==> config.mk <==
export PLATFORM = sky130hd
export DESIGN_NAME = mc_stall_controller_flat
export DESIGN_NICKNAME = d
export VERILOG_FILES = /design/src/rtl/mc_stall_controller_pkg.sv /design/src/rtl/mc_stall_controller_if.sv /design/src/rtl/mc_stall_controller_alu_decoder.sv /design/src/rtl/mc_stall_controller.sv /design/src/flat_wrapper.sv
export SDC_FILE = /design/constraint.sdc
export NUM_CORES = 1
export LEC_CHECK = 0
export ABC_CLOCK_PERIOD_IN_PS = 3000
export CORE_MARGIN = 3
export CORE_UTILIZATION = 40
export CTS_BUF_LIST = sky130_fd_sc_hd__clkbuf_16
export CTS_CLUSTER_SIZE = 10
export DETAILED_ROUTE_END_ITERATION = 7
export HOLD_SLACK_MARGIN = 0.08
export PLACE_DENSITY = 0.7
export SLEW_MARGIN = 15
export SYNTH_ARGS = -nofsm -noshare
export SYNTH_HDL_FRONTEND = slang
export SYNTH_SLANG_ARGS = --single-unit
export TNS_END_PERCENT = 1
==> constraint.sdc <==
create_clock -name clk -period 3 [get_ports clk]
set_clock_uncertainty 0.1 [all_clocks]
set_input_delay 0.3 -clock clk [delete_from_list [all_inputs] [get_ports clk]]
set_output_delay 0.3 -clock clk [all_outputs]
set_load 0.005 [all_outputs]
==> src/rtl/mc_stall_controller_pkg.sv <==
`default_nettype none
// +--------------------------------------------------------------------------+
// | Module   : mc_ctrl_pkg                                                   |
// | Purpose  : Shared encodings for the stall-aware multi-cycle controller:  |
// |            FSM state codes, RV32I opcodes, ALU / immediate / operand /   |
// |            result select encodings and the control bundle type.          |
// | Ports    : none (package)                                                |
// | Revision : 1.0 - initial release                                         |
// +--------------------------------------------------------------------------+
package mc_ctrl_pkg;

  typedef logic [3:0] state_t;

  // FSM state codes; state_dbg exposes these values directly.
  localparam logic [3:0] S_FETCH    = 4'd0;
  localparam logic [3:0] S_DECODE   = 4'd1;
  localparam logic [3:0] S_MEM_ADR  = 4'd2;
  localparam logic [3:0] S_MEM_RD   = 4'd3;
  localparam logic [3:0] S_MEM_WB   = 4'd4;
  localparam logic [3:0] S_MEM_WR   = 4'd5;
  localparam logic [3:0] S_EXEC_R   = 4'd6;
  localparam logic [3:0] S_EXEC_I   = 4'd7;
  localparam logic [3:0] S_ALU_WB   = 4'd8;
  localparam logic [3:0] S_BRANCH   = 4'd9;
  localparam logic [3:0] S_JALR_ADR = 4'd10;
  localparam logic [3:0] S_JAL      = 4'd11;
  localparam logic [3:0] S_LUI      = 4'd12;
  localparam logic [3:0] S_ERROR    = 4'd13;

  localparam logic [6:0] OP_LW   = 7'b0000011;
  localparam logic [6:0] OP_SW   = 7'b0100011;
  localparam logic [6:0] OP_R    = 7'b0110011;
  localparam logic [6:0] OP_I    = 7'b0010011;
  localparam logic [6:0] OP_BR   = 7'b1100011;
  localparam logic [6:0] OP_JAL  = 7'b1101111;
  localparam logic [6:0] OP_JALR = 7'b1100111;
  localparam logic [6:0] OP_LUI  = 7'b0110111;

  localparam logic [2:0] ALU_ADD  = 3'd0;
  localparam logic [2:0] ALU_SUB  = 3'd1;
  localparam logic [2:0] ALU_AND  = 3'd2;
  localparam logic [2:0] ALU_OR   = 3'd3;
  localparam logic [2:0] ALU_SLT  = 3'd4;
  localparam logic [2:0] ALU_XOR  = 3'd5;
  localparam logic [2:0] ALU_SLTU = 3'd6;

  localparam logic [2:0] IMM_I = 3'd0;
  localparam logic [2:0] IMM_S = 3'd1;
  localparam logic [2:0] IMM_B = 3'd2;
  localparam logic [2:0] IMM_J = 3'd3;
  localparam logic [2:0] IMM_U = 3'd4;

  localparam logic [1:0] SRCA_PC    = 2'd0;
  localparam logic [1:0] SRCA_OLDPC = 2'd1;
  localparam logic [1:0] SRCA_RS1   = 2'd2;

  localparam logic [1:0] SRCB_RS2  = 2'd0;
  localparam logic [1:0] SRCB_IMM  = 2'd1;
  localparam logic [1:0] SRCB_FOUR = 2'd2;

  localparam logic [1:0] RES_ALUOUT = 2'd0;
  localparam logic [1:0] RES_MDR    = 2'd1;
  localparam logic [1:0] RES_ALU    = 2'd2;
  localparam logic [1:0] RES_IMM    = 2'd3;

  typedef struct packed {
    logic       mem_req;
    logic       mem_write;
    logic       adr_src;
    logic       ir_write;
    logic       old_pc_write;
    logic       pc_write;
    logic       reg_write;
    logic [2:0] imm_src;
    logic [1:0] alu_src_a;
    logic [1:0] alu_src_b;
    logic [2:0] alu_function;
    logic [1:0] result_src;
  } ctrl_t;

endpackage
`default_nettype wire

==> src/rtl/mc_stall_controller_if.sv <==
`default_nettype none
// +--------------------------------------------------------------------------+
// | Module   : mc_stall_controller_if                                        |
// | Purpose  : Unified-memory request/ready handshake between the controller |
// |            (master) and the memory (slave).                              |
// | Ports    : mem_req, mem_write, adr_src (master->slave),                  |
// |            mem_ready (slave->master)                                     |
// | Revision : 1.0 - initial release                                         |
// +--------------------------------------------------------------------------+
interface mc_stall_controller_if;
  logic mem_req;
  logic mem_write;
  logic adr_src;
  logic mem_ready;

  modport master (output mem_req, output mem_write, output adr_src, input mem_ready);
  modport slave  (input mem_req, input mem_write, input adr_src, output mem_ready);
endinterface
`default_nettype wire

==> src/rtl/mc_stall_controller_alu_decoder.sv <==
`default_nettype none
// +--------------------------------------------------------------------------+
// | Module   : mc_alu_decoder                                                |
// | Purpose  : Combinational ALU function select for the execute and branch  |
// |            states, flagging encodings the datapath cannot execute.       |
// | Ports    : opcode/f3/f7/state in; alu_function, illegal out              |
// | Revision : 1.0 - initial release                                         |
// +--------------------------------------------------------------------------+
module mc_alu_decoder
  import mc_ctrl_pkg::*;
(
  input  logic [6:0] opcode,
  input  logic [2:0] f3,
  input  logic [6:0] f7,
  input  logic [3:0] state,
  output logic [2:0] alu_function,
  output logic       illegal
);

  // Only f7[5] distinguishes add/sub; the remaining bits are don't-care.
  logic unused_f7;
  assign unused_f7 = ^{f7[6], f7[4:0]};

  always_comb begin
    alu_function = ALU_ADD;
    illegal      = 1'b0;
    if (state == S_EXEC_R || state == S_EXEC_I) begin
      case (f3)
        3'b000:  alu_function = (opcode == OP_R && f7[5]) ? ALU_SUB : ALU_ADD;
        3'b010:  alu_function = ALU_SLT;
        3'b011:  alu_function = ALU_SLTU;
        3'b100:  alu_function = ALU_XOR;
        3'b110:  alu_function = ALU_OR;
        3'b111:  alu_function = ALU_AND;
        default: illegal      = 1'b1;   // shift encodings trap as illegal
      endcase
    end else if (state == S_BRANCH) begin
      case (f3)
        3'b000, 3'b001: alu_function = ALU_SUB;
        3'b100, 3'b101: alu_function = ALU_SLT;
        default:        illegal      = 1'b1;
      endcase
    end
  end

endmodule
`default_nettype wire

==> src/rtl/mc_stall_controller.sv <==
`default_nettype none
// +--------------------------------------------------------------------------+
// | Module   : mc_stall_controller                                           |
// | Purpose  : Main FSM of the multi-cycle RV32I core with variable-latency  |
// |            memory handshake, bus-timeout watchdog and illegal-opcode     |
// |            trapping.                                                     |
// | Ports    : clk, reset (async, active-high); opcode/f3/f7/zero decode     |
// |            inputs; mem (handshake interface, master side); datapath      |
// |            enables/selects; sticky bus_error/illegal_instr; state_dbg    |
// | Revision : 1.0 - initial release                                         |
// +--------------------------------------------------------------------------+
module mc_stall_controller
  import mc_ctrl_pkg::*;
#(
  parameter int TIMEOUT = 16,
  parameter int TMO_W   = (TIMEOUT < 2) ? 1 : $clog2(TIMEOUT + 1)
) (
  input  logic                        clk,
  input  logic                        reset,
  input  logic [6:0]                  opcode,
  input  logic [2:0]                  f3,
  input  logic [6:0]                  f7,
  input  logic                        zero,
  mc_stall_controller_if.master       mem,
  output logic                        ir_write,
  output logic                        old_pc_write,
  output logic                        pc_write,
  output logic                        reg_write,
  output logic [2:0]                  imm_src,
  output logic [1:0]                  alu_src_a,
  output logic [1:0]                  alu_src_b,
  output logic [2:0]                  alu_function,
  output logic [1:0]                  result_src,
  output logic                        bus_error,
  output logic                        illegal_instr,
  output logic [3:0]                  state_dbg
);

  localparam logic [TMO_W-1:0] TMO_LAST = TMO_W'((TIMEOUT > 0) ? TIMEOUT - 1 : 0);

  logic [3:0]       state, state_next;
  logic [TMO_W-1:0] wait_cnt, wait_cnt_next;
  logic             bus_err_q, illegal_q, set_bus_err, set_illegal;
  logic             waiting, tmo_hit;
  logic [2:0]       dec_alu_fn;
  logic             dec_illegal;
  ctrl_t            ctrl, ctrl_out;

  mc_alu_decoder u_alu_dec (
    .opcode       (opcode),
    .f3           (f3),
    .f7           (f7),
    .state        (state),
    .alu_function (dec_alu_fn),
    .illegal      (dec_illegal)
  );

  assign waiting = (state == S_FETCH) || (state == S_MEM_RD) || (state == S_MEM_WR);
  // A ready in the last allowed cycle still completes normally.
  assign tmo_hit = (TIMEOUT != 0) && waiting && !mem.mem_ready && (wait_cnt == TMO_LAST);

  always_comb begin
    state_next  = state;
    set_illegal = 1'b0;
    set_bus_err = 1'b0;
    case (state)
      S_FETCH:    if (mem.mem_ready) state_next = S_DECODE;
      S_DECODE: begin
        case (opcode)
          OP_LW, OP_SW: state_next = S_MEM_ADR;
          OP_R:         state_next = S_EXEC_R;
          OP_I:         state_next = S_EXEC_I;
          OP_BR:        state_next = S_BRANCH;
          OP_JAL:       state_next = S_JAL;
          OP_JALR:      state_next = S_JALR_ADR;
          OP_LUI:       state_next = S_LUI;
          default: begin
            state_next  = S_ERROR;
            set_illegal = 1'b1;
          end
        endcase
      end
      S_MEM_ADR:  state_next = (opcode == OP_SW) ? S_MEM_WR : S_MEM_RD;
      S_MEM_RD:   if (mem.mem_ready) state_next = S_MEM_WB;
      S_MEM_WB:   state_next = S_FETCH;
      S_MEM_WR:   if (mem.mem_ready) state_next = S_FETCH;
      S_EXEC_R, S_EXEC_I, S_BRANCH: begin
        if (dec_illegal) begin
          state_next  = S_ERROR;
          set_illegal = 1'b1;
        end else begin
          state_next = (state == S_BRANCH) ? S_FETCH : S_ALU_WB;
        end
      end
      S_ALU_WB:   state_next = S_FETCH;
      S_JALR_ADR: state_next = S_JAL;
      S_JAL:      state_next = S_ALU_WB;
      S_LUI:      state_next = S_FETCH;
      default:    state_next = S_ERROR;   // ERROR and unused codes absorb
    endcase
    if (tmo_hit) begin
      state_next  = S_ERROR;
      set_bus_err = 1'b1;
    end
  end

  always_comb begin
    if (state_next != state)
      wait_cnt_next = '0;
    else if (waiting && !mem.mem_ready)
      wait_cnt_next = wait_cnt + 1'b1;
    else
      wait_cnt_next = wait_cnt;
  end

  always_ff @(posedge clk or posedge reset) begin
    if (reset) begin
      state     <= S_FETCH;
      wait_cnt  <= '0;
      bus_err_q <= 1'b0;
      illegal_q <= 1'b0;
    end else begin
      state    <= state_next;
      wait_cnt <= wait_cnt_next;
      if (set_bus_err) bus_err_q <= 1'b1;
      if (set_illegal) illegal_q <= 1'b1;
    end
  end

  always_comb begin
    ctrl              = '0;
    ctrl.alu_function = dec_alu_fn;
    case (state)
      S_FETCH: begin
        ctrl.mem_req      = 1'b1;
        ctrl.alu_src_b    = SRCB_FOUR;
        ctrl.result_src   = RES_ALU;
        ctrl.ir_write     = mem.mem_ready;
        ctrl.old_pc_write = mem.mem_ready;
        ctrl.pc_write     = mem.mem_ready;
      end
      S_DECODE: begin
        ctrl.alu_src_a = SRCA_OLDPC;
        ctrl.alu_src_b = SRCB_IMM;
        ctrl.imm_src   = (opcode == OP_JAL) ? IMM_J : IMM_B;
      end
      S_MEM_ADR: begin
        ctrl.alu_src_a = SRCA_RS1;
        ctrl.alu_src_b = SRCB_IMM;
        ctrl.imm_src   = (opcode == OP_SW) ? IMM_S : IMM_I;
      end
      S_MEM_RD: begin
        ctrl.mem_req = 1'b1;
        ctrl.adr_src = 1'b1;
      end
      S_MEM_WB: begin
        ctrl.result_src = RES_MDR;
        ctrl.reg_write  = 1'b1;
      end
      S_MEM_WR: begin
        ctrl.mem_req   = 1'b1;
        ctrl.mem_write = 1'b1;
        ctrl.adr_src   = 1'b1;
      end
      S_EXEC_R:   ctrl.alu_src_a = SRCA_RS1;
      S_EXEC_I: begin
        ctrl.alu_src_a = SRCA_RS1;
        ctrl.alu_src_b = SRCB_IMM;
        ctrl.imm_src   = IMM_I;
      end
      S_ALU_WB:   ctrl.reg_write = 1'b1;
      S_BRANCH: begin
        ctrl.alu_src_a = SRCA_RS1;
        // blt/bge test the slt result: non-zero means "less than".
        case (f3)
          3'b000, 3'b101: ctrl.pc_write = zero;
          3'b001, 3'b100: ctrl.pc_write = !zero;
          default:        ctrl.pc_write = 1'b0;
        endcase
      end
      S_JALR_ADR: begin
        ctrl.alu_src_a = SRCA_RS1;
        ctrl.alu_src_b = SRCB_IMM;
        ctrl.imm_src   = IMM_I;
      end
      S_JAL: begin
        ctrl.alu_src_a = SRCA_OLDPC;
        ctrl.alu_src_b = SRCB_FOUR;
        ctrl.pc_write  = 1'b1;
      end
      S_LUI: begin
        ctrl.imm_src    = IMM_U;
        ctrl.result_src = RES_IMM;
        ctrl.reg_write  = 1'b1;
      end
      default:    ctrl = '0;
    endcase
  end

  // Outputs are forced low while reset is held so an in-flight access drops at once.
  assign ctrl_out      = reset ? '0 : ctrl;
  assign mem.mem_req   = ctrl_out.mem_req;
  assign mem.mem_write = ctrl_out.mem_write;
  assign mem.adr_src   = ctrl_out.adr_src;
  assign ir_write      = ctrl_out.ir_write;
  assign old_pc_write  = ctrl_out.old_pc_write;
  assign pc_write      = ctrl_out.pc_write;
  assign reg_write     = ctrl_out.reg_write;
  assign imm_src       = ctrl_out.imm_src;
  assign alu_src_a     = ctrl_out.alu_src_a;
  assign alu_src_b     = ctrl_out.alu_src_b;
  assign alu_function  = ctrl_out.alu_function;
  assign result_src    = ctrl_out.result_src;
  assign bus_error     = bus_err_q && !reset;
  assign illegal_instr = illegal_q && !reset;
  assign state_dbg     = reset ? S_FETCH : state;

endmodule
`default_nettype wire

==> src/flat_wrapper.sv <==
// flat-port wrapper written by rule: the top's interface ports become plain ports
module mc_stall_controller_flat import mc_ctrl_pkg::*;
#(
  parameter int TIMEOUT = 16,
  parameter int TMO_W   = (TIMEOUT < 2) ? 1 : $clog2(TIMEOUT + 1)
)
  (clk, reset, opcode, f3, f7, zero, ir_write, old_pc_write, pc_write, reg_write, imm_src, alu_src_a, alu_src_b, alu_function, result_src, bus_error, illegal_instr, state_dbg, mem_mem_req, mem_mem_write, mem_adr_src, mem_mem_ready);
  mc_stall_controller_if mem_i ();
  input  logic clk;
  input  logic reset;
  input  logic [6:0] opcode;
  input  logic [2:0] f3;
  input  logic [6:0] f7;
  input  logic zero;
  output logic ir_write;
  output logic old_pc_write;
  output logic pc_write;
  output logic reg_write;
  output logic [2:0] imm_src;
  output logic [1:0] alu_src_a;
  output logic [1:0] alu_src_b;
  output logic [2:0] alu_function;
  output logic [1:0] result_src;
  output logic bus_error;
  output logic illegal_instr;
  output logic [3:0] state_dbg;
  output wire logic [$bits(mem_i.mem_req)-1:0] mem_mem_req;
  output wire logic [$bits(mem_i.mem_write)-1:0] mem_mem_write;
  output wire logic [$bits(mem_i.adr_src)-1:0] mem_adr_src;
  input wire logic [$bits(mem_i.mem_ready)-1:0] mem_mem_ready;
  assign mem_mem_req = mem_i.mem_req;
  assign mem_mem_write = mem_i.mem_write;
  assign mem_adr_src = mem_i.adr_src;
  assign mem_i.mem_ready = mem_mem_ready;
  mc_stall_controller #(.TIMEOUT(TIMEOUT), .TMO_W(TMO_W)) u_core (.clk(clk), .reset(reset), .opcode(opcode), .f3(f3), .f7(f7), .zero(zero), .mem(mem_i), .ir_write(ir_write), .old_pc_write(old_pc_write), .pc_write(pc_write), .reg_write(reg_write), .imm_src(imm_src), .alu_src_a(alu_src_a), .alu_src_b(alu_src_b), .alu_function(alu_function), .result_src(result_src), .bus_error(bus_error), .illegal_instr(illegal_instr), .state_dbg(state_dbg));
endmodule
After elaboration in Yosys (flattened, before gate mapping)
Index checks and enable logic that the tools add are counted.
- muxes and demuxes: 40
- reduce and logical (&&, ||, !) cells: 31
- add/subtract/negate cells: 1
- equal/unequal tests: 29
- operators by type and width (cell ; count):
    case mux 4 bit (9 select lines) ; 1
    2-to-1 mux 4 bit ; 7
    case mux 4 bit (7 select lines) ; 1
    == test 7 x 6 -> 1 bit, second input constant ; 3
    == test 7 bit, second input constant ; 3
    == test 4 bit, second input constant ; 5
    2-to-1 mux 19 bit ; 1
    case mux 3 bit (6 select lines) ; 1
    == test 4 x 3 -> 1 bit, second input constant ; 4
    OR reduction 2 bit ; 8
    2-to-1 mux 1 bit ; 14
    OR reduction 13 bit ; 1
    == test 3 bit, second input constant ; 4
    2-to-1 mux 3 bit ; 4
    2-to-1 mux 5 bit ; 2
    case mux 3 bit (3 select lines) ; 1
    OR reduction 3 bit ; 3
    == test 4 x 2 -> 1 bit, second input constant ; 2
    case mux 2 bit (2 select lines) ; 2
    OR reduction 4 bit ; 2
    OR reduction 8 bit ; 1
    == test 7 x 2 -> 1 bit, second input constant ; 1
    == test 7 x 5 -> 1 bit, second input constant ; 1
    == test 3 x 2 -> 1 bit, second input constant ; 2
    18 further kinds ; 27
- input bits: 21
- output and inout port bits: 25
- bits in registers: 11

Logic depth before layout (Yosys ltp)
Gate-level depths: netlist of run 1.
- word-level depth: 10
- depth in mapped cells: 10

Modules after synthesis
Synthesis of run 1 repeated with hierarchy kept, for this count alone.
- cell total of the unflattened synthesis: 186
- area, all modules: 1378.8 um^2
- by module, submodules not included (module ; times used ; cells an instance ; area an instance (um^2) ; seq. area each (um^2)):
    mc_stall_controller ; 1 ; 168 ; 1265.0 ; 275.3
    mc_alu_decoder ; 1 ; 18 ; 113.9 ; 0.0

Worst setup path before layout of run 1
No wires, ideal clock.
- path kind: flip-flop to flip-flop
- start point: reg u_core.wait_cnt[0]
- end point: reg u_core.wait_cnt[4]
- stages on the path, launching flop included: 11
- buffers on the path: 0
- required time: 2813 ps
- setup slack: 628 ps
- clock period less this slack: 2372 ps
- data arrival time: 2186 ps
- cells stage by stage: dfrtp_1 -> ha_1 -> and3_1 -> ha_1 -> or3b_2 -> nor2_1 -> nor2_1 -> nor4bb_1 -> nor3_1 -> o211ai_2 -> a211oi_2
- word-level cells in the longest chain between the ends: 5
- elaborated cells on any way between the ends: 8
- those cells by class: add/sub (1); eq/ne (2); mux (3); reduce/logical (2)
- RTL lines (what ; line ; source):
    from (decl) ; mc_stall_controller.sv:42 ; logic [TMO_W-1:0] wait_cnt, wait_cnt_next;
    from (signal assigned) ; mc_stall_controller.sv:124 ; wait_cnt <= wait_cnt_next;
    == test 5 x 4 -> 1 bit ; mc_stall_controller.sv:60 ; assign tmo_hit = (TIMEOUT != 0) && waiting && !mem.mem_ready && (wait_cnt == TMO_LAST);
    logical AND 1 bit ; mc_stall_controller.sv:60 ;
    2-to-1 mux 4 bit ; mc_stall_controller.sv:101 ; if (tmo_hit) begin
    inequality test 4 bit ; mc_stall_controller.sv:108 ; if (state_next != state)
    2-to-1 mux 5 bit / nonzero test 2 bit (equally long branches) ; n/a ;
Parallel ways exist; a longest one is shown, timed or not. The select of a mux whose other input is x is not followed.
A chain may end at the register's enable or synchronous reset.

Final worst setup path of run 1
- start point: in opcode[3]
- end point: out alu_function[0]
- word-level cells in the longest chain between the ends: 7
- RTL lines (what ; line ; source):
    from (decl) ; flat_wrapper.sv:11 ; input logic [6:0] opcode;
    == test 7 x 6 -> 1 bit ; mc_stall_controller_alu_decoder.sv:29 ; 3'b000: alu_function = (opcode == OP_R && f7[5]) ? ALU_SUB : ALU_ADD;
    logical AND 1 bit ; mc_stall_controller_alu_decoder.sv:29 ;
    2-to-1 mux 1 bit ; mc_stall_controller_alu_decoder.sv:29 ;
    case mux 3 bit (6 select lines) ; mc_stall_controller_alu_decoder.sv:28 ; case (f3)
    2-to-1 mux 3 bit ; mc_stall_controller_alu_decoder.sv:27 ; if (state == S_EXEC_R || state == S_EXEC_I) begin
    2-to-1 mux 3 bit ; mc_stall_controller.sv:133 ; case (state)
    2-to-1 mux 19 bit ; mc_stall_controller.sv:201 ; assign ctrl_out = reset ? '0 : ctrl;
    to (decl) ; flat_wrapper.sv:22 ; output logic [2:0] alu_function;
No other way between the ends.

==> impl_metrics.csv, run 1 <==
group,metric,value,unit
timing,drv_slew,0,
die,fp.dieH,63.7,um
layout,area_delta_synth_final,40.3,%
global_route,grt_overflow,0,
placed_design,dp_slack,186,ps
timing,rsz0062_at_grt,"false",
synthesis,synth_top_area_share,20.7,%
worst_setup_path,end_kind,"output port",
placed_design,portBuffers,39,
detailed_routing,viasPerCell,5.50,
die,io_pins,46,
pwr,ir_drop,0.286,mV
global_route,grt_pass1_wl,6530,um
synthesis,synth_edf_count,0,
worst_setup_path,worstPathCellList,"clkdlybuf4s50_1 -> or3_1 -> nor2_1 -> a41oi_1 -> nor3_1 -> a21oi_1 -> a211oi_1 -> clkdlybuf4s50_1",
detailed_routing,wirelength,3790,um
layout,drive_above_1_share,11.7,%
pwr,p_leak,0.700,nW
detailed_routing,wl_per_cell,14.2,um
die,core_area,3100,sq um
clock_tree,worstSkewPairLatency,240,ps
synthesis,syn_avg_cell_area,7.24,sq um
global_route,grt_use_total,19.4,%
detailed_routing,routed-via-count,1469,
layout,mostFrequentLayoutCells,"clkdlybuf4s50_1, nor2_1, nand2_1",
clock_tree,cts.sink_count,11,
pwr,power,462,uW
global_route,antenna_found_initial,0,
synthesis,ys_warn_count,0,
synthesis,synth.area.top_cells,"dfrtp_1, nor2_1, nor3_1, nor2b_1, nand2_1",
synthesis,syn_area,1330,sq um
worst_setup_path,critPathMostFrequentCell,"clkdlybuf4s50_1",
timing,tightest_slew,531,ps
layout,fin_area,1870,sq um
clock_tree,cts_hold_buf,0,
clock_tree,cts_resized,0,
flow_run,cap_violations,0,
worst_setup_path,critPathTopFamily,"buffers and inverters",
synthesis,ys_seq_area_share,20.7,%
placed_design,dpl_cell_area,1790,sq um
die,die_x,63.7,um
timing,finalWorstPathRequiredPeriod,2800,ps
global_route,grt_max_degree,24,
hold_path,hold_path_class,"register to register",
clock_tree,numCtsBuffers,3,
layout,layout_commonest_cell,"clkdlybuf4s50_1",
layout,finalNetCount,247,
placed_design,place_congestion,0.839,
worst_setup_path,arrival,2400,ps
timing,finalSetupViolCount,0,
clock_tree,cts_root_buf,"clkbuf_16",
die,dieArea,4060,sq um
synthesis,ys_types,55,
timing,holdWs,351,ps
detailed_routing,first_pass_iters,4,
layout,diodes,0,
placed_design,dpl.hpwl,2930,um
worst_setup_path,critPathMaxStageDelay,560,ps
clock_tree,clk_pin_slew,40,ps
timing,min_period_over_period,93.2,%
timing,max_freq,0.358,GHz
pwr,power.density,247,nW/um^2
detailed_routing,dr.first_iter.drc_count,108,
synthesis,synthArstFlopShare,100,%
synthesis,synth-seq-cells,11,
worst_setup_path,cp_num_buf_inv,2,
worst_setup_path,path_max_fanout,3,
detailed_routing,drc,0,
synthesis,synthesis.nets,207,
synthesis,synth_ff_type,"dfrtp_1",
clock_tree,cts_tree,"built",
worst_setup_path,worstPathRequired,2600,ps
run_status,status,"finished, final reports clean",
clock_tree,h-tree-depth,1,
detailed_routing,detail-route-antenna-nets,0,
worst_setup_path,slowest_stage,"clkdlybuf4s50_1",
synthesis,yosys.area.top_type,"dfrtp_1",
timing,setup_tns,0,ps
die,initial_utilization,42.9,%
timing,report.final.hold_viol_count,0,
worst_setup_path,critPathKind,"input pin to output port",
clock_tree,clk_path_buf_depth,2,
clock_tree,postCtsSetupBuffers,0,
global_route,grt_pass1_vias,1415,
worst_setup_path,critPathLaunchType,"input pin",
die,rows,20,
timing,setup_ws,204,ps
timing,slew_headroom,64.4,%
synthesis,synthCells,184,
## where the power goes
group / leakage [nW] / total, mW / internal, mW / switching [mW]
sequential: 0.133 / 0.150 / 0.149 / 0.000135
combinational: 0.524 / 0.0691 / 0.0360 / 0.0331
clock: 0.0423 / 0.244 / 0.175 / 0.0686
## flip-flops by register name, indices dropped and copies added, names as in the netlist
| name | flops |
|---|---|
| u_core.illegal_q | 1 |
| u_core.state | 4 |
| u_core.bus_err_q | 1 |
| u_core.wait_cnt | 5 |
## Yosys cell counts, types with 2 or more instances
cell      instances
nor2_1           29
nand2_1          14
nor3_1           12
dfrtp_1          11
a21oi_1           9
nor2b_1           9
clkbuf_1          7
inv_1             6
and3_1            5
buf_2             5
nand3_1           5
xnor2_1           5
xor2_1            5
nand2b_1          4
o21ai_0           4
o22ai_1           3
or3_1             3
a21o_1            2
a41oi_1           2
buf_1             2
ha_1              2
mux2i_1           2
nand3b_1          2
nor4_1            2
nor4b_1           2
nor4bb_1          2
or3b_2            2
## per-layer routing
metal,up-vias,routed length (um),track usage [%]
met3,7,209,4.28
met2,37,1890,33.8
li1,740,-,-
met4,0,49,6.20
met5,-,0,0
met1,685,1640,23.4
## through the flow
step	utilization, %	std cells
3_3_place_gp	57.7	263
5_1_grt	60.2	267
4_1_cts	60.2	267
6_report	60.2	267
2_1_floorplan	-	184
3_5_place_dp	57.7	263
## layout make-up
| cell class | instances | area (sq um) |
|---|---|---|
| repair buffers | 51 | 480 |
| clock inverters | 1 | 3.75 |
| clock buffers | 3 | 75.1 |
| well taps | 44 | 55.1 |
| flip-flops and latches | 11 | 275 |
| multi-input cells | 151 | 957 |
| inverters | 6 | 22.5 |
| fillers | 320 | 1230 |
## worst reg2reg max path, stage by stage, from the launching register on
cell      delay [ps]
dfrtp_1          390
ha_1             190
and3_1           170
ha_1             180
or3b_2           490
a21oi_1          170
nor2_1            80
nor4bb_1         140
nor3_1           240
o211ai_2         190
a211oi_2         220
## final timing paths
kind                               startpoint                  to  slack (ps)  depth (start not counted)
max                                 opcode[3]     alu_function[0]         200                          8
min                          u_core.bus_err_q    u_core.bus_err_q         350                          1
max reg2reg                u_core.wait_cnt[0]  u_core.wait_cnt[4]         360                         10
min reg2reg                  u_core.bus_err_q    u_core.bus_err_q         350                          1
max in group asynchronous               reset  u_core.wait_cnt[1]        1930                          4
min in group asynchronous               reset     u_core.state[1]         720                          4
## cells by family (layout without fill, tap and decap cells)
| group | count (synthesis) | in the layout | share of synthesized area [%] |
|---|---|---|---|
| simple gates | 101 | 101 | 41.1 |
| compound gates | 36 | 36 | 20.8 |
| buf+inv | 22 | 61 | 7.51 |
| flops | 11 | 11 | 20.7 |
| xor+xnor | 10 | 10 | 6.57 |
| fa+ha+maj | 2 | 2 | 1.88 |
| mux | 2 | 2 | 1.50 |
Power figures use the tool's default switching activity.
==> inputs of run 2 (changes only) <==
--- a/config.mk
+++ b/config.mk
@@ -5,7 +5,7 @@
 export SDC_FILE = /design/constraint.sdc
 export NUM_CORES = 1
 export LEC_CHECK = 0
-export ABC_CLOCK_PERIOD_IN_PS = 3000
+export ABC_CLOCK_PERIOD_IN_PS = 3610
 export CORE_MARGIN = 3
 export CORE_UTILIZATION = 40
 export CTS_BUF_LIST = sky130_fd_sc_hd__clkbuf_16
@@ -13,6 +13,7 @@
 export DETAILED_ROUTE_END_ITERATION = 7
 export HOLD_SLACK_MARGIN = 0.08
 export PLACE_DENSITY = 0.7
+export REMOVE_ABC_BUFFERS = 1
 export SLEW_MARGIN = 15
 export SYNTH_ARGS = -nofsm -noshare
 export SYNTH_HDL_FRONTEND = slang
==> constraint.sdc (replaced) <==
create_clock -name clk -period 3.61 [get_ports clk]
set_clock_uncertainty 0.1 [all_clocks]
set_input_delay 0.361 -clock clk [delete_from_list [all_inputs] [get_ports clk]]
set_output_delay 0.361 -clock clk [all_outputs]
set_load 0.005 [all_outputs]
==> run 2 against run 1 <==
First-iteration DRC count rose by 5.6%; critical path depth unchanged; final area down 2.8%; via count is 1.7% lower; wire length fell by 5.0%; sequential share of layout area increased by 0.43 points; final cell count is 2.6% lower.
==> impl_metrics.csv, run 2 (synthesis results as in run 1) <==
group,metric,value,unit
worst_setup_path,critPathTopFamily,"buffers and inverters",
timing,tightest_slew,761,ps
detailed_routing,routed-via-count,1444,
layout,layout_commonest_cell,"clkdlybuf4s50_1",
detailed_routing,wl_per_cell,13.9,um
clock_tree,clk_pin_slew,40,ps
clock_tree,cts_root_buf,"clkbuf_16",
worst_setup_path,path_max_fanout,8,
hold_path,hold_path_class,"register to register",
clock_tree,worstSkewPairLatency,240,ps
run_status,status,"finished, final reports clean",
die,dieArea,4060,sq um
clock_tree,h-tree-depth,1,
die,io_pins,46,
global_route,antenna_found_initial,0,
clock_tree,clk_path_buf_depth,2,
layout,largest_reg_flops,5,
layout,mostFrequentLayoutCells,"clkdlybuf4s50_1, nor2_1, nand2_1",
hold_path,holdPathEnd,"u_core.illegal_q",
timing,rsz0062_at_grt,"false",
worst_setup_path,end_kind,"output port",
timing,slew_headroom,49.3,%
detailed_routing,viasPerCell,5.55,
timing,drv_slew,0,
layout,finalNetCount,240,
placed_design,portBuffers,39,
layout,reg_top3,"u_core.wait_cnt: 5 flops, u_core.state: 4 flops",
worst_setup_path,reg2reg_from,"u_core.state[0]",
global_route,grt_max_degree,27,
clock_tree,cts_tree,"built",
placed_design,dpl_cell_area,1740,sq um
die,die_x,63.7,um
timing,report.final.hold_viol_count,0,
worst_setup_path,worstPathRequired,3150,ps
detailed_routing,drc,0,
placed_design,dpl.hpwl,2750,um
layout,final_cells,260,
layout,diodes,0,
die,fp.dieH,63.7,um
hold_path,holdPathStages,1,
placed_design,place_congestion,0.862,
global_route,grt_use_total,19.0,%
pwr,power,377,uW
clock_tree,cts_resized,0,
timing,setup_tns,0,ps
die,core_area,3100,sq um
timing,max_freq,0.313,GHz
worst_setup_path,r2r_end,"u_core.wait_cnt[4]",
layout,fillers,321,
pwr,ir_drop,0.240,mV
die,initial_utilization,42.9,%
layout,multi_input_area,957,sq um
global_route,grt_overflow,0,
worst_setup_path,critPathKind,"input pin to output port",
layout,fin_area,1820,sq um
clock_tree,cts_hold_buf,0,
die,rows,20,
layout,top_register,"u_core.wait_cnt",
detailed_routing,detail-route-antenna-nets,0,
pwr,p_leak,0.669,nW
flow_run,cap_violations,0,
layout,area_delta_synth_final,36.3,%
worst_setup_path,cp_num_buf_inv,2,
global_route,grt_pass1_vias,1344,
worst_setup_path,worstPathCellList,"clkdlybuf4s50_1 -> or3_1 -> nor2_1 -> a41oi_1 -> nor3_1 -> a21oi_1 -> a211oi_1 -> clkdlybuf4s50_1",
pwr,power.density,207,nW/um^2
timing,finalSetupViolCount,0,
worst_setup_path,arrival,2730,ps
worst_setup_path,crit_path_start,"opcode[2]",
worst_setup_path,slowest_stage,"clkdlybuf4s50_1",
hold_path,min_from,"u_core.illegal_q",
layout,layout.area.seq,275,sq um
clock_tree,cts.sink_count,11,
worst_setup_path,critPathMaxStageDelay,570,ps
timing,finalWorstPathRequiredPeriod,3200,ps
placed_design,place_inst,256,
worst_setup_path,critPathLaunchType,"input pin",
layout,drive_above_1_share,8.80,%
timing,min_period_over_period,88.5,%
detailed_routing,dr.first_iter.drc_count,114,
detailed_routing,first_pass_iters,4,
clock_tree,numCtsBuffers,3,
worst_setup_path,r2r_cells,7,
clock_tree,postCtsSetupBuffers,0,
global_route,grt_pass1_wl,6330,um
detailed_routing,wirelength,3600,um
worst_setup_path,reg2reg_setup_slack,840,ps
worst_setup_path,critPathMostFrequentCell,"clkdlybuf4s50_1",
## run 2: changes by cell type in the layout (fill, tap and decap cells not counted)
cell	before	now
buf_4	12	5
## run 2: where the power goes
group | switching, mW | total (mW) | internal (mW)
clock network | 0.0529 | 0.198 | 0.145
registers | 0.000121 | 0.124 | 0.124
logic | 0.0271 | 0.0543 | 0.0272
## run 2: layer usage
metal	GRT usage, %	share of wire, %	vias to the layer above
met4	6.47	1.3	0
li1	-	-	723
met2	31.3	46	44
met3	3.74	6.4	5
met1	24.7	46	672
met5	0	0	-
## run 2: cell type report
cell class                      instances  area share, %
Clock buffer                            3           4.13
Clock inverter                          1          0.207
Inverter                                6           1.24
Multi-Input combinational cell        151           52.7
Sequential cell                        11           15.2
Tap cell                               44           3.03
Timing Repair Buffer                   44           23.6
## run 2: through the flow
step | util [%] | setup slack, ps | hold slack, ps
after global placement | 56.0 | 500 | 330
final | 58.5 | 415 | 357
after floorplan | - | 1110 | 118
after global routing | 58.5 | 228 | 367
after CTS | 58.5 | 422 | 359
after detailed placement | 56.0 | 404 | 350
## run 2: worst reg2reg max path: cells and delay by family (launching register included)
family / cells / cell delay [ps]
AO/OA/AOI/OAI: 6 / 1180
flip-flops: 1 / 740
AND/OR/NAND/NOR: 1 / 660
## run 2: worst max-delay path by stage
stage,to,slack [ps],cells after the start
after global placement,alu_function[0],500,8
after floorplan,u_core.wait_cnt[4],1110,7
after global routing,alu_function[0],230,8
after detailed placement,alu_function[0],400,8
after CTS,alu_function[0],420,8
final,alu_function[0],410,8
==> inputs of run 3 (changes only) <==
--- a/config.mk
+++ b/config.mk
@@ -5,6 +5,7 @@
 export SDC_FILE = /design/constraint.sdc
 export NUM_CORES = 1
 export LEC_CHECK = 0
+export ABC_AREA = 1
 export ABC_CLOCK_PERIOD_IN_PS = 3610
 export CORE_MARGIN = 3
 export CORE_UTILIZATION = 40
@@ -12,7 +13,7 @@
 export CTS_CLUSTER_SIZE = 10
 export DETAILED_ROUTE_END_ITERATION = 7
 export HOLD_SLACK_MARGIN = 0.08
-export PLACE_DENSITY = 0.7
+export PLACE_DENSITY = 0.71
 export REMOVE_ABC_BUFFERS = 1
 export SLEW_MARGIN = 15
 export SYNTH_ARGS = -nofsm -noshare
==> run 3 against run 2 <==
Critical path depth is 1 higher; non-clock buffer count down 3; clock-buffer cell count unchanged; global-route usage shrank 1.1 points; area after synthesis fell by 4.0%; sequential power barely moved; core utilization grew 2.9 points; largest cell class unchanged.
==> impl_metrics.csv, run 3 <==
group,metric,value,unit
run_status,status,"finished, final reports clean",
timing,tightest_slew,476,ps
synthesis,synthCells,205,
timing,setup_tns,0,ps
worst_setup_path,critPathKind,"register to output port",
pwr,ir_drop,0.390,mV
worst_setup_path,worstPathCellList,"inv_2 -> nor2_4 -> inv_1 -> nor2_1 -> o211ai_1 -> a21oi_1 -> nor2_1 -> a21oi_1 -> clkdlybuf4s50_1",
worst_setup_path,arrival,2220,ps
worst_setup_path,critPathLaunchType,"register",
global_route,grt_pass1_vias,1293,
worst_setup_path,critPathMaxStageDelay,520,ps
timing,report.final.hold_viol_count,0,
global_route,antenna_found_initial,0,
synthesis,synth_edf_count,0,
timing,slew_headroom,68.2,%
global_route,grt_use_total,17.9,%
worst_setup_path,r2r_cells,10,
timing,rsz0062_at_grt,"false",
layout,final_cells,287,
layout,finalNetCount,269,
clock_tree,worstSkewPairLatency,240,ps
worst_setup_path,cp_num_buf_inv,3,
detailed_routing,first_pass_iters,4,
synthesis,synth-seq-cells,11,
timing,setup_ws,931,ps
clock_tree,cts_tree,"built",
synthesis,synthArstFlopShare,100,%
layout,largest_reg_flops,5,
synthesis,synth.area.top_cells,"dfrtp_1, nand2_1, nor2_1, inv_1, a21oi_1",
die,core_area,2900,sq um
placed_design,place_inst,283,
layout,mostFrequentLayoutCells,"nand2_1, clkdlybuf4s50_1, nor2_1",
placed_design,portBuffers,39,
die,rows,19,
timing,min_period_over_period,74.2,%
detailed_routing,dr.first_iter.drc_count,101,
detailed_routing,routed-via-count,1385,
timing,max_freq,0.373,GHz
global_route,grt_max_degree,14,
die,die_x,62.5,um
detailed_routing,wl_per_cell,11.5,um
clock_tree,cts.sink_count,11,
synthesis,syn_avg_cell_area,6.24,sq um
layout,area_delta_synth_final,39.3,%
layout,fin_area,1780,sq um
worst_setup_path,reg2reg_from,"u_core.wait_cnt[0]",
detailed_routing,drc,0,
timing,holdWs,351,ps
pwr,power.density,209,nW/um^2
clock_tree,clk_path_buf_depth,2,
clock_tree,cts_resized,0,
detailed_routing,detail-route-antenna-nets,0,
pwr,p_leak,0.831,nW
global_route,grt_pass1_wl,5810,um
placed_design,dpl_cell_area,1700,sq um
die,io_pins,46,
synthesis,ys_types,30,
detailed_routing,viasPerCell,4.83,
timing,finalSetupViolCount,0,
hold_path,holdPathStages,2,
worst_setup_path,end_kind,"output port",
layout,diodes,0,
synthesis,yosys.area.top_type,"dfrtp_1",
clock_tree,numCtsBuffers,3,
worst_setup_path,critPathTopFamily,"buffers and inverters",
worst_setup_path,cp.depth,9,
placed_design,place_congestion,0.822,
clock_tree,cts_root_buf,"clkbuf_16",
synthesis,ys_seq_area_share,21.5,%
layout,reg_top3,"u_core.wait_cnt: 5 flops, u_core.state: 4 flops",
timing,drv_slew,0,
global_route,grt_overflow,0,
flow_run,cap_violations,0,
synthesis,syn_area,1280,sq um
layout,layout_commonest_cell,"nand2_1",
clock_tree,h-tree-depth,1,
synthesis,synth_most_common_cell,"nand2_1",
synthesis,synth_ff_type,"dfrtp_1",
layout,drive_above_1_share,16.3,%
hold_path,min_from,"u_core.bus_err_q",
die,dieArea,3910,sq um
clock_tree,postCtsSetupBuffers,0,
clock_tree,cts_hold_buf,0,
synthesis,ys_warn_count,0,
layout,fillers,304,
worst_setup_path,worstPathRequired,3150,ps
timing,finalWorstPathRequiredPeriod,2680,ps
synthesis,synth_top_area_share,21.5,%
worst_setup_path,crit_path_start,"u_core.state[3]",
hold_path,hold_path_class,"register to register",
clock_tree,clk_pin_slew,40,ps
die,initial_utilization,44.1,%
placed_design,dp_slack,973,ps
detailed_routing,wirelength,3300,um
layout,top_register,"u_core.wait_cnt",
die,fp.dieH,62.5,um
worst_setup_path,slowest_stage,"clkdlybuf4s50_1",
placed_design,dpl.hpwl,2630,um
worst_setup_path,path_max_fanout,6,
synthesis,synth_common_cells,"nand2_1, nor2_1, inv_1",
==> run 3: cells by family after synthesis <==
group,Yosys count,share of synthesized area [%]
adder cells (fa/ha/maj),2,1.96
XOR/XNOR,4,2.74
AND/OR/NAND/NOR,121,49.0
AO/OA/AOI/OAI,27,11.8
flip-flops,11,21.5
buffers and inverters,40,12.9
==> run 3: tightest hold or removal path, stage by stage, from the launching register on <==
cell	delay [ps]
dfrtp_1	320
inv_1	50
nand2_1	50
==> run 3: layer usage <==
metal	wire length (um)	GRT usage, %
met1	1720	25.9
met2	1360	27.7
met3	186	3.60
met4	29	3.31
met5	0	0
==> run 3: area by class of cell <==
type                    instances  area, sq um  share of cell area [%]
multi-input cells             154          838                    47.1
repair buffers                 41          405                    22.8
flip-flops and latches         11          275                    15.4
inverters                      35          131                    7.37
clock buffers                   3         75.1                    4.21
well taps                      42         52.6                    2.95
clock inverters                 1         3.75                   0.211
==> run 3: final timing paths <==
check	endpoint	slack, ps
worst min-delay path	u_core.bus_err_q	350
min in group asynchronous	u_core.state[3]	900
max in group asynchronous	u_core.state[0]	2360
worst max-delay path	pc_write	930
worst min register to register	u_core.bus_err_q	350
worst max register to register	u_core.wait_cnt[4]	1610
==> run 3: report_power, final <==
group | total [mW] | leakage, nW | switching (mW) | internal, mW
clock network | 0.199 | 0.0423 | 0.0541 | 0.145
registers | 0.124 | 0.128 | 0.000202 | 0.124
logic | 0.0486 | 0.661 | 0.0241 | 0.0245
==> run 3: per-stage QoR <==
step                      total power [mW]  util (%)
after floorplan                      0.143         -
after CTS                            0.375      61.4
after global routing                 0.388      61.4
final                                0.372      61.4
after global placement               0.175      58.7
after detailed placement             0.175      58.7
